## src/rtl/pi_loop_filter_gs.sv

```systemverilog
// PI loop filter: signed phase error -> unsigned DCO word, gain-scheduled ACQ/TRACK with hysteretic lock.
// Latency: 1 cycle from sample_en strobe to dco_ctrl/sat_flag/mode/lock_detect update.
// No backpressure: sample_en is a one-cycle strobe; all state holds while it is low. Option macro: LF_SAT_CNT_EN.
module pi_loop_filter_gs #(
    parameter int ERR_W   = 4,
    parameter int CTRL_W  = 32,
    parameter int SHIFT_W = 5,
    parameter int CNT_W   = 6
) (
    input  logic               clk,
    input  logic               rst,
    input  logic               sample_en,
    input  logic [ERR_W-1:0]   error_in,
    input  logic               freeze,
    input  logic [SHIFT_W-1:0] kp_shift_acq,
    input  logic [SHIFT_W-1:0] ki_shift_acq,
    input  logic [SHIFT_W-1:0] kp_shift_trk,
    input  logic [SHIFT_W-1:0] ki_shift_trk,
    input  logic [ERR_W-1:0]   lock_tol,
    input  logic [CNT_W-1:0]   lock_count,
    input  logic [CNT_W-1:0]   unlock_count,
    input  logic [CTRL_W-1:0]  initial_freq,
    output logic [CTRL_W-1:0]  dco_ctrl,
    output logic               lock_detect,
    output logic               mode,
    output logic               sat_flag
`ifdef LF_SAT_CNT_EN
    ,
    output logic [15:0]        sat_count
`endif
);

    // IW holds the shifted error; one extra bit keeps int+term sums exact before clamping.
    localparam int IW = CTRL_W + 2;
    localparam int SW = IW + 1;
    localparam logic [CTRL_W-1:0] CTRL_MAX = '1;
    localparam logic [CNT_W-1:0]  CNT_MAX  = '1;

    typedef enum logic {ST_ACQ = 1'b0, ST_TRACK = 1'b1} state_t;

    state_t            state_q;
    logic [CTRL_W-1:0] int_q, int_d;
    logic [CTRL_W-1:0] dco_q, dco_d;
    logic              sat_q, sat_d;
    logic [CNT_W-1:0]  in_cnt_q, out_cnt_q;
    logic              mode_q, lock_q;

    logic [SHIFT_W-1:0] kp_sel, ki_sel;
    logic [IW-1:0]      err_ext, prop, integ;
    logic [SW-1:0]      isum, osum;
    logic               int_clamp, out_clamp;
    logic [ERR_W:0]     err_wide, err_abs;
    logic               in_tol;
    logic [CNT_W-1:0]   lock_thr, unlock_thr;
    logic [CNT_W:0]     in_next, out_next;
    logic               lock_hit, unlock_hit;

    // Gain-scheduled proportional/integral paths with clamping to the DCO word range.
    always_comb begin
        kp_sel    = (state_q == ST_TRACK) ? kp_shift_trk : kp_shift_acq;
        ki_sel    = (state_q == ST_TRACK) ? ki_shift_trk : ki_shift_acq;
        err_ext   = {{(IW-ERR_W){error_in[ERR_W-1]}}, error_in};
        prop      = $signed(err_ext) <<< kp_sel;
        integ     = $signed(err_ext) <<< ki_sel;
        isum      = {3'b000, int_q} + {integ[IW-1], integ};
        int_d     = int_q;
        int_clamp = 1'b0;
        // Frozen integrator skips its own clamp entirely.
        if (!freeze) begin
            if (isum[SW-1]) begin
                int_d     = '0;
                int_clamp = 1'b1;
            end else if (|isum[SW-2:CTRL_W]) begin
                int_d     = CTRL_MAX;
                int_clamp = 1'b1;
            end else begin
                int_d = isum[CTRL_W-1:0];
            end
        end
        osum      = {3'b000, int_d} + {prop[IW-1], prop};
        out_clamp = 1'b0;
        if (osum[SW-1]) begin
            dco_d     = '0;
            out_clamp = 1'b1;
        end else if (|osum[SW-2:CTRL_W]) begin
            dco_d     = CTRL_MAX;
            out_clamp = 1'b1;
        end else begin
            dco_d = osum[CTRL_W-1:0];
        end
        sat_d = int_clamp | out_clamp;
    end

    // Tolerance test and counter thresholds; |err| is one bit wider so the most negative code is exact.
    always_comb begin
        err_wide   = {error_in[ERR_W-1], error_in};
        err_abs    = err_wide[ERR_W] ? (~err_wide + 1'b1) : err_wide;
        in_tol     = (err_abs <= {1'b0, lock_tol});
        lock_thr   = (lock_count   == '0) ? CNT_W'(1) : lock_count;
        unlock_thr = (unlock_count == '0) ? CNT_W'(1) : unlock_count;
        in_next    = {1'b0, in_cnt_q}  + 1'b1;
        out_next   = {1'b0, out_cnt_q} + 1'b1;
        lock_hit   = (in_next  >= {1'b0, lock_thr});
        unlock_hit = (out_next >= {1'b0, unlock_thr});
    end

    // Filter state plus ACQ/TRACK FSM; everything advances only on a sample strobe.
    always_ff @(posedge clk) begin
        if (rst) begin
            state_q   <= ST_ACQ;
            int_q     <= initial_freq;
            dco_q     <= initial_freq;
            sat_q     <= 1'b0;
            in_cnt_q  <= '0;
            out_cnt_q <= '0;
            mode_q    <= 1'b0;
            lock_q    <= 1'b0;
        end else if (sample_en) begin
            int_q <= int_d;
            dco_q <= dco_d;
            sat_q <= sat_d;
            case (state_q)
                ST_ACQ: begin
                    if (in_tol) begin
                        if (lock_hit) begin
                            state_q   <= ST_TRACK;
                            mode_q    <= 1'b1;
                            lock_q    <= 1'b1;
                            in_cnt_q  <= '0;
                            out_cnt_q <= '0;
                        end else if (in_cnt_q != CNT_MAX) begin
                            in_cnt_q <= in_cnt_q + 1'b1;
                        end
                    end else begin
                        in_cnt_q <= '0;
                    end
                end
                ST_TRACK: begin
                    if (!in_tol) begin
                        if (unlock_hit) begin
                            state_q   <= ST_ACQ;
                            mode_q    <= 1'b0;
                            lock_q    <= 1'b0;
                            in_cnt_q  <= '0;
                            out_cnt_q <= '0;
                        end else if (out_cnt_q != CNT_MAX) begin
                            out_cnt_q <= out_cnt_q + 1'b1;
                        end
                    end else begin
                        out_cnt_q <= '0;
                    end
                end
                default: state_q <= ST_ACQ;
            endcase
        end
    end

`ifdef LF_SAT_CNT_EN
    logic [15:0] sat_count_q;
    logic        enter_track;
    assign enter_track = (state_q == ST_ACQ) && in_tol && lock_hit;

    // Saturating count of clamped samples, restarted whenever lock is (re)acquired.
    always_ff @(posedge clk) begin
        if (rst) begin
            sat_count_q <= '0;
        end else if (sample_en) begin
            if (enter_track) begin
                sat_count_q <= '0;
            end else if (sat_d && (sat_count_q != 16'hFFFF)) begin
                sat_count_q <= sat_count_q + 1'b1;
            end
        end
    end

    assign sat_count = sat_count_q;
`endif

    assign dco_ctrl    = dco_q;
    assign mode        = mode_q;
    assign lock_detect = lock_q;
    assign sat_flag    = sat_q;

endmodule

```

## config.mk

```make
export PLATFORM = sky130hd
export DESIGN_NAME = pi_loop_filter_gs
export DESIGN_NICKNAME = d
export VERILOG_FILES = /design/src/rtl/pi_loop_filter_gs.sv
export SDC_FILE = /design/constraint.sdc
export NUM_CORES = 1
export LEC_CHECK = 0
export BUFFER_PORTS_ARGS = -buffer_cell sky130_fd_sc_hd__buf_4
export CORE_MARGIN = 5
export CORE_UTILIZATION = 44
export CTS_BUF_LIST = sky130_fd_sc_hd__clkbuf_4 sky130_fd_sc_hd__clkbuf_8 sky130_fd_sc_hd__clkbuf_16
export DETAILED_ROUTE_END_ITERATION = 10
export HOLD_SLACK_MARGIN = 0.12
export SYNTH_ARGS = -nofsm -noshare
export SYNTH_HDL_FRONTEND = slang
export SYNTH_SLANG_ARGS = --single-unit
```

## constraint.sdc

```tcl
create_clock -name clk -period 21.9 [get_ports clk]
set_clock_uncertainty 0.1 [all_clocks]
set_input_delay 2.19 -clock clk [delete_from_list [all_inputs] [get_ports clk]]
set_output_delay 2.19 -clock clk [all_outputs]
set_load 0.005 [all_outputs]
```

==> results.txt <==
- Result of the run: finished clean
- Adding up every negative setup slack in the final design gives 0 ns.
- In the routed design, unresolved DRC markers number 0.
* CTS sink cnt: 79
- Buffers placed on the I/O ports in this run total 110.
- Cells with a size suffix above 1 make up 13.6% of the layout.
- Number of violations of the max-capacitance limit: 0
- Seq pwr share: 27.4%
* Top area cells in the synthesized netlist: sky130_fd_sc_hd__edfxtp_1 21%, sky130_fd_sc_hd__ha_1 12%, sky130_fd_sc_hd__o21ai_0 7.2%
- Number of max-slew violations in the final report: 0
- Number of library cell types mapped by synthesis: 72
- Entering global routing, the biggest net connects 65 pins.
* Maximum fanout along the worst path: 33
- Placed wire-length estimate after detailed placement: 21600 um
- Max-slew headroom: 24.0%
- The final layout contains routed wiring with a total length of 28300 um.
* Final Cycle Share: 48.1%
* Placer congestion estimate: 0.947
* Die ar.: 23400 sq um
- Post-synth top flop: sky130_fd_sc_hd__edfxtp_1
* Vias per cell: 5.97
- Clock slew seen by the registers of the worst setup and hold paths: 0.07 ns
* Initial core utilization: 44.7%
* Non-filler instance count after layout: 1522
- In this run the deepest clock path goes through 2 buffers.
* Number of clock buffers inserted by TritonCTS: 9
* Clock latency reported for the late side of the worst-skew pair: 0.35 ns
- CTS built an H-tree with a depth of 3.
* Slowest stage delay, CP: 0.85 ns
- Final core occ: 50.7%
- For this design the ratio of total power to cell area is 71.8 nW/um^2.
* Global route overflow: 0
- Total placed cells including tap cells: 1506
- For this run, the total global-route usage over all layers was measured as 23.3%.
* Unrepaired setup endpoints after global routing: no
- In this run the static leakage power is 4.32 nW.
- Counting every net in the synthesized netlist gives 1339.
* Fraction of registers with async set/reset: 0%
- TritonRoute pass-1 iters: 5
- The final number of hold-violating endpoints is 0.
* Area growth from synthesis to final layout: 13.5%
- Synthesis inferred 79 register bits.
- Finish-stage setup viols: 0
- Number of global-route vias before repair: 8400
- Quantity of hold-fixing buffers added after cts: 0
- I/O Pins: 111
* Initial antenna violation count: 0
- At the worst endpoint, the required time is 22.00 ns.
- Nets: 1408
- TritonCTS built the clock tree.
* Worst ir drop on vdd: 0.0000410 V
- Part of the Yosys area used for sequential elements: 24.7%
- Detailed Route Iter0 Violations: 819
* Overall via count from detail_route: 9084
* Count of flip-flops with a built-in enable after synthesis: 64
* Critical path data arrival time: 10.64 ns
- Based on the critical path, the design can be clocked at up to 94.8 MHz.
* Cell accounting for the most synthesized area: sky130_fd_sc_hd__edfxtp_1
- Overall die width: 153 um
- STA classifies the critical path startpoint as a primary input.
* Post-CTS setup buffer count: 0
- Net switching is 41.3% of the power.
* Post-Synthesis Mean Instance Area: 7.65 sq um
- The worst setup path is captured at a flop.
- After floorplanning, the core was divided into 52 placement rows.
* Remaining number of nets flagged by the antenna check after routing: 0
* Cell type of the slowest stage on the worst timing path: sky130_fd_sc_hd__mux2i_1
- Warnings, synthesis: 0
- Number of diodes: 0
- Vertical extent of the die: 153 um
* Worst Hold Class: flop to flop
- CP Class: primary input to flop
- In the final routed layout, each cell accounts on average for 18.6 um.
* Core region area: 20200 sq um
- Synth top area share: 21.3%
- The clock network accounts for 21.3% of the total power.
- Cells resized by post-CTS repair: 0
- Synthesis produced 1178 cells.
* Global-route wire length before repair: 44700 um
- At the placement stage, the worst setup path has a slack of 11.18 ns.
- The commonest cells after synthesis are 152 x sky130_fd_sc_hd__nor2_1, 149 x sky130_fd_sc_hd__nand2_1, 130 x sky130_fd_sc_hd__o21ai_0.
- Post-layout min period: 10.54 ns
- sky130_fd_sc_hd__nor2_1 is the most common cell in the netlist.
* Portion of total power attributed to combinational logic: 51.3%
- In this run the power spent charging and discharging nets is 0.303 mW.
* Final worst-path setup slack: 11.36 ns
- Cell Area, Synth: 9010 sq um
- Internal power contribution: 0.431 mW
* Master cell of the clock root buffer: sky130_fd_sc_hd__clkbuf_16
- Slew at the pin with the worst max-slew slack: 1.11 ns
==> flip-flops by register name, summed over array words and instances (netlist names) <==
| name | cells |
|---|---|
| dco_ctrl | 32 |
| int_q | 32 |
| in_cnt_q | 6 |
| out_cnt_q | 6 |
| lock_detect | 1 |
| sat_flag | 1 |
| state_q | 1 |
==> power by group through the flow <==
stage                     Clock, mW  Sequential, mW  Combinational [mW]
final                         0.157           0.201               0.376
after global routing          0.165           0.203               0.420
after CTS                     0.159           0.201               0.373
after detailed placement          0           0.204               0.370
after global placement            0           0.204               0.370
after floorplan                   0           0.201               0.276
==> cell type report <==
class	count	area, sq um
multi-input combinational	1013	6400
timing repair buffer	117	878
sequential	79	2220
clock buffer	11	240
tap	270	338
inverter	27	101
fill	2040	9940
clock inverter	5	48.8
==> critical path: cells and delay by family <==
kind / cells / cell delay, ns
compound gates: 14 / 4.18
simple gates: 9 / 1.88
mux: 2 / 1.15
fa+ha+maj: 3 / 1.09
buf+inv: 1 / 0.11
==> per-stage QoR <==
stage	hold WS [ns]	total power [mW]	area, sq um
6_report	0.377	0.734	10200
3_5_place_dp	0.373	0.574	9940
4_1_cts	0.383	0.733	10200
3_3_place_gp	0.366	0.575	9940
5_1_grt	0.412	0.788	10200
2_1_floorplan	0.349	0.477	9010
==> cells in the final DEF, fill, tap and decap left out, types with 8 or more instances in the layout <==
master / Yosys / final
sky130_fd_sc_hd__o21ai_0: 130 / 130
sky130_fd_sc_hd__inv_1: 27 / 27
sky130_fd_sc_hd__buf_4: 4 / 117
sky130_fd_sc_hd__clkbuf_16: 0 / 9
sky130_fd_sc_hd__nor3_1: 19 / 19
sky130_fd_sc_hd__ha_1: 83 / 83
sky130_fd_sc_hd__nor2_1: 152 / 152
sky130_fd_sc_hd__nand3_1: 23 / 23
sky130_fd_sc_hd__nand4_1: 13 / 13
sky130_fd_sc_hd__o221ai_1: 32 / 32
sky130_fd_sc_hd__a211oi_1: 14 / 14
sky130_fd_sc_hd__or3_1: 11 / 11
sky130_fd_sc_hd__a21o_1: 24 / 24
sky130_fd_sc_hd__nand2_1: 149 / 149
sky130_fd_sc_hd__o21a_1: 17 / 17
sky130_fd_sc_hd__a31oi_1: 8 / 8
sky130_fd_sc_hd__a21oi_1: 103 / 103
sky130_fd_sc_hd__xor2_1: 19 / 19
sky130_fd_sc_hd__xnor2_1: 39 / 39
sky130_fd_sc_hd__nor2b_1: 10 / 10
sky130_fd_sc_hd__mux2i_1: 22 / 22
sky130_fd_sc_hd__dfxtp_1: 15 / 15
sky130_fd_sc_hd__edfxtp_1: 64 / 64
sky130_fd_sc_hd__nand2b_1: 18 / 18
sky130_fd_sc_hd__mux2_2: 12 / 12
==> layer usage <==
layer	track usage [%]	routed length [um]	vias up
met2	35.1	12000	351
met3	3.62	2110	34
li1	-	-	4508
met1	34.8	13600	4191
met5	0	0	-
met4	5.98	527	0
==> path summary, 6_finish.rpt <==
| check | cells after the start | slack (ns) | start | end |
|---|---|---|---|---|
| min | 2 | 0.38 | out_cnt_q[1] | out_cnt_q[1] |
| max | 29 | 11.36 | ki_shift_trk[2] | dco_ctrl[17] |
| max reg2reg | 29 | 12.39 | state_q | dco_ctrl[17] |
| min reg2reg | 2 | 0.38 | out_cnt_q[1] | out_cnt_q[1] |
==> cell families after synthesis <==
family                     after synthesis  synth area share, %
xor gates and xnor gates                58                 5.64
adders and majority gates               85                 12.0
AOI/OAI and AO/OA                      401                 27.8
and+or+nand+nor                        435                 21.6
buffers and inverters                   86                 4.33
DFF                                     79                 24.7
muxes                                   34                 3.94
Note: power is estimated with default switching activity, not from simulation.
